===== src/rtl/axis_rr_arb_n.sv =====
// N-port AXI-Stream packet arbiter: round-robin or fixed priority, packet-granular
// grants, single registered output stage.
module axis_rr_arb_n #(
  parameter int unsigned N_PORTS  = 4,
  parameter int unsigned DATA_W   = 8,
  parameter int unsigned ARB_MODE = 0,
  localparam int unsigned ID_W    = (N_PORTS > 1) ? $clog2(N_PORTS) : 1
) (
  input  logic                        Aclk,
  input  logic                        Areset_n,
  input  logic [N_PORTS-1:0]          s_axis_tvalid,
  output logic [N_PORTS-1:0]          s_axis_tready,
  input  logic [N_PORTS-1:0]          s_axis_tlast,
  input  logic [N_PORTS*DATA_W-1:0]   s_axis_tdata,
  output logic                        m_axis_tvalid,
  input  logic                        m_axis_tready,
  output logic                        m_axis_tlast,
  output logic [DATA_W-1:0]           m_axis_tdata,
  output logic [ID_W-1:0]             m_axis_tid,
  output logic                        busy
);

  typedef enum logic {
    IDLE  = 1'b0,
    GRANT = 1'b1
  } state_t;

  state_t             r_state;
  state_t             w_state_nxt;
  logic [ID_W-1:0]    r_grant_id;
  logic [ID_W-1:0]    r_last_id;
  logic               r_m_tvalid;
  logic               r_m_tlast;
  logic [DATA_W-1:0]  r_m_tdata;
  logic [ID_W-1:0]    r_m_tid;

  logic [ID_W-1:0]    w_cand;
  logic [ID_W-1:0]    w_sel_id;
  logic               w_sel_found;
  logic [DATA_W-1:0]  w_in_data;
  logic               w_in_valid;
  logic               w_in_last;
  logic               w_out_free;
  logic               w_accept;

  // Candidate order: RR starts one past the last granted port and wraps.
  always_comb begin
    w_cand      = '0;
    w_sel_id    = '0;
    w_sel_found = 1'b0;
    for (int unsigned i = 0; i < N_PORTS; i++) begin
      if (ARB_MODE == 1)
        w_cand = ID_W'(i);
      else
        w_cand = ID_W'((32'(r_last_id) + i + 32'd1) % N_PORTS);
      if (!w_sel_found && s_axis_tvalid[w_cand]) begin
        w_sel_id    = w_cand;
        w_sel_found = 1'b1;
      end
    end
  end

  always_comb begin
    w_in_data = '0;
    for (int unsigned k = 0; k < N_PORTS; k++) begin
      if (r_grant_id == ID_W'(k))
        w_in_data = s_axis_tdata[k*DATA_W +: DATA_W];
    end
  end

  assign w_in_valid = s_axis_tvalid[r_grant_id];
  assign w_in_last  = s_axis_tlast[r_grant_id];
  assign w_out_free = !r_m_tvalid || m_axis_tready;
  assign w_accept   = (r_state == GRANT) && w_in_valid && w_out_free;

  always_comb begin
    s_axis_tready = '0;
    if (r_state == GRANT)
      s_axis_tready[r_grant_id] = w_out_free;
  end

  always_comb begin
    w_state_nxt = r_state;
    case (r_state)
      IDLE:    if (w_sel_found) w_state_nxt = GRANT;
      GRANT:   if (w_accept && w_in_last) w_state_nxt = IDLE;
      default: w_state_nxt = IDLE;
    endcase
  end

  always_ff @(posedge Aclk or negedge Areset_n) begin
    if (!Areset_n) begin
      r_state    <= IDLE;
      r_grant_id <= '0;
      r_last_id  <= ID_W'(N_PORTS - 1);
    end else begin
      r_state <= w_state_nxt;
      if (r_state == IDLE && w_sel_found)
        r_grant_id <= w_sel_id;
      if (w_accept && w_in_last)
        r_last_id <= r_grant_id;
    end
  end

  // Load on accept covers the drain-and-refill case without a bubble.
  always_ff @(posedge Aclk or negedge Areset_n) begin
    if (!Areset_n) begin
      r_m_tvalid <= 1'b0;
      r_m_tlast  <= 1'b0;
      r_m_tdata  <= '0;
      r_m_tid    <= '0;
    end else if (w_accept) begin
      r_m_tvalid <= 1'b1;
      r_m_tlast  <= w_in_last;
      r_m_tdata  <= w_in_data;
      r_m_tid    <= r_grant_id;
    end else if (m_axis_tready) begin
      r_m_tvalid <= 1'b0;
    end
  end

  assign m_axis_tvalid = r_m_tvalid;
  assign m_axis_tlast  = r_m_tlast;
  assign m_axis_tdata  = r_m_tdata;
  assign m_axis_tid    = r_m_tid;
  assign busy          = (r_state == GRANT);

endmodule

===== config.mk =====
export PLATFORM = sky130hd
export DESIGN_NAME = axis_rr_arb_n
export DESIGN_NICKNAME = d
export VERILOG_FILES = /design/src/rtl/axis_rr_arb_n.sv
export SDC_FILE = /design/constraint.sdc
export NUM_CORES = 1
export LEC_CHECK = 0
export ABC_AREA = 1
export CAP_MARGIN = 20
export CORE_UTILIZATION = 30
export CTS_CLUSTER_DIAMETER = 60
export CTS_CLUSTER_SIZE = 30
export DETAILED_ROUTE_END_ITERATION = 10
export PLACE_DENSITY = 0.69
export REMOVE_ABC_BUFFERS = 1
export SKIP_CTS_REPAIR_TIMING = 1
export SYNTH_ARGS = -nofsm -noshare
export SYNTH_HDL_FRONTEND = slang
export SYNTH_SLANG_ARGS = --single-unit

===== constraint.sdc =====
create_clock -name Aclk -period 3.8 [get_ports Aclk]
set_clock_uncertainty 0.2 [all_clocks]
set_input_delay 0.57 -clock Aclk [delete_from_list [all_inputs] [get_ports Aclk]]
set_output_delay 0.57 -clock Aclk [all_outputs]
set_load 0.02 [all_outputs]

==> impl_metrics.env <==
export IMPL_status="finished clean"
export IMPL_htreeDepth=1
export IMPL_setup_ws_ns=0.730
export IMPL_final_cell_mix="nand2_1 (75), clkdlybuf4s50_1 (59), nand3_1 (15), dfrtp_1 (15), nand2_2 (11)"
export IMPL_cpMaxStageDelayCell="clkdlybuf4s50_1"
export IMPL_setup_violations=0
export IMPL_cts_sinks=17
export IMPL_power_density_nw_per_um2=760
export IMPL_critPathBufInv=3
export IMPL_post_route_period_util_pct=80.8
export IMPL_regArea_um2=428
export IMPL_leakage_nw=0.863
export IMPL_finalWirelength_um=3030
export IMPL_vias=1261
export IMPL_drc=0
export IMPL_synth_seq_cells=17
export IMPL_fill_cells=417
export IMPL_portBuffers=59
export IMPL_die_width_um=66.5
export IMPL_grt_pass1_vias=1045
export IMPL_crit_path_cell_trace="clkdlybuf4s50_1 -> nor2_1 -> nor2_1 -> inv_1 -> nor3_1 -> clkdlybuf4s50_1"
export IMPL_syn_mean_instance_area_um2=7.05
export IMPL_core_area_um2=4000
export IMPL_rows=23
export IMPL_yosys_top_cells_area="dfrtp_1 (30%), nand2_1 (23%), o21ai_2 (7.0%)"
export IMPL_drive_gt1_share_pct=17.1
export IMPL_pre_cts_ws_ns=0.733
export IMPL_tns_ns=0
export IMPL_syn_inst=177
export IMPL_drt_initial_drc_count=38
export IMPL_crit_type="input pin to output pin"
export IMPL_cpLargestDelayFamily="buffers and inverters"
export IMPL_cp_start_kind="input pin"
export IMPL_hold_class="flip-flop to flip-flop"
export IMPL_min_period_ns=3.07
export IMPL_place_gp_congestion=0.758
export IMPL_cts_tree="done"
export IMPL_synth_cell_types=23
export IMPL_cts_buffers=3
export IMPL_antenna_found_initial=0
export IMPL_wl_per_cell_um=10.7
export IMPL_yosysTopAreaCellShare_pct=30.1
export IMPL_fp_dieH_um=66.5
export IMPL_slew_headroom_pct=49.8
export IMPL_cts_root_buf="clkbuf_8"
export IMPL_place_area_um2=1840
export IMPL_synth_seq_area_share_pct=34.3
export IMPL_antenna_left=0
export IMPL_ys_warn_count=0
export IMPL_globalRouteOverflowTotal=0
export IMPL_path_clk_slew_ns=0.06
export IMPL_grt_usage_pct=14.1
export IMPL_clk_latency_ns=0.24
export IMPL_final_area_um2=1890
export IMPL_grt_pass1_wl_um=4820
export IMPL_drt_pass1_iterations=4
export IMPL_die_area_um2=4420
export IMPL_rsz0062_at_grt="no"
export IMPL_cp_arrival_ns=2.30
export IMPL_num_antenna_cells=0
export IMPL_yosysTopAreaCell="dfrtp_1"
export IMPL_endpoint_kind="output pin"
export IMPL_drv_slew=0
export IMPL_clock_fmax_ghz=0.326
export IMPL_crit_fanout=4
export IMPL_worst_path_largest_cell_delay_ns=0.62
export IMPL_multiInputGateArea_um2=703
export IMPL_drv_cap=0
export IMPL_start_util_pct=31.2
export IMPL_grt_start_max_net_pins=23
export IMPL_hold_violations=0
export IMPL_ir_worst_vdd_v=0.000241
export IMPL_boundaryPins=60
export IMPL_cts_buffer_depth=2
export IMPL_worst_pin_slew_ns=0.750
export IMPL_worstPathRequired_ns=3.03
export IMPL_dp_hpwl_um=2390
export IMPL_layout_commonest_cell="nand2_1"
export IMPL_routed_via_density=4.44
export IMPL_fin_nets=278
export IMPL_area_growth_pct=51.1
export IMPL_syn_area_um2=1250
==> per-layer routing <==
layer	up-vias	wire, um	GRT usage [%]
met5	-	0	0
met4	0	27	3.19
met3	2	197	1.20
met2	44	1400	23.3
met1	534	1400	19.8
li1	681	-	-
==> final timing paths <==
kind	from	end	slack, ns	cells after the start
min in group asynchronous	Areset_n	m_axis_tvalid	0.57	1
worst max-delay path	m_axis_tready	s_axis_tready[0]	0.73	6
worst min register to register	m_axis_tid[0]	m_axis_tid[0]	0.28	2
worst min-delay path	m_axis_tid[0]	m_axis_tid[0]	0.28	2
max in group asynchronous	Areset_n	m_axis_tdata[4]	2.36	1
worst max register to register	r_grant_id[1]	m_axis_tdata[0]	1.89	7
==> power breakdown <==
group | internal (mW) | switching [mW] | total, mW
registers | 0.272 | 0.0901 | 0.362
logic | 0.387 | 0.556 | 0.943
clock network | 0.0741 | 0.0562 | 0.130
total | 0.733 | 0.702 | 1.43
==> registers in the layout (all words and copies together) (netlist names) <==
register	cells
r_last_id	2
busy	1
m_axis_tvalid	1
m_axis_tdata	8
r_grant_id	2
m_axis_tid	2
m_axis_tlast	1
==> synthesized netlist by cell type (all sizes together) <==
cell type  instances
a21oi              8
inv               14
nor3               3
buf                6
nand2             87
nand3             16
dfstp              2
nand4              1
nor2               8
o21ai             14
a22oi              3
dfrtp             15
==> per-stage QoR <==
stage	hold WS (ns)	util [%]	total power, mW	std cells
finish	0.283	47.2	1.43	284
global route	0.297	47.2	1.56	284
CTS	0.285	47.2	1.45	284
detailed placement	0.268	46.0	1.32	280
global placement	0.266	46.0	1.30	280
floorplan	0.0744	-	0.992	171
==> worst register-to-register path, stage by stage, from the launching register on <==
cell and delay, ns:
dfrtp_1 0.59, inv_4 0.09, nor2_4 0.27, a22oi_2 0.10
nand2_2 0.13, nand2_4 0.21, nand2_1 0.15, o21ai_2 0.06
==> logic make-up after synthesis <==
group | Yosys count | share of synthesized area [%]
AOI/OAI and AO/OA | 25 | 14.4
DFF | 17 | 34.3
and+or+nand+nor | 115 | 41.9
buffers and inverters | 20 | 9.42
==> cell type report <==
cell class                      instances  share of cell area [%]
Multi-Input combinational cell        140                    37.3
Timing Repair Buffer                   59                    31.3
Sequential cell                        17                    22.7
Tap cell                               50                    3.32
Inverter                               14                    3.05
Clock buffer                            4                    2.39
Power figures use the tool's default switching activity.
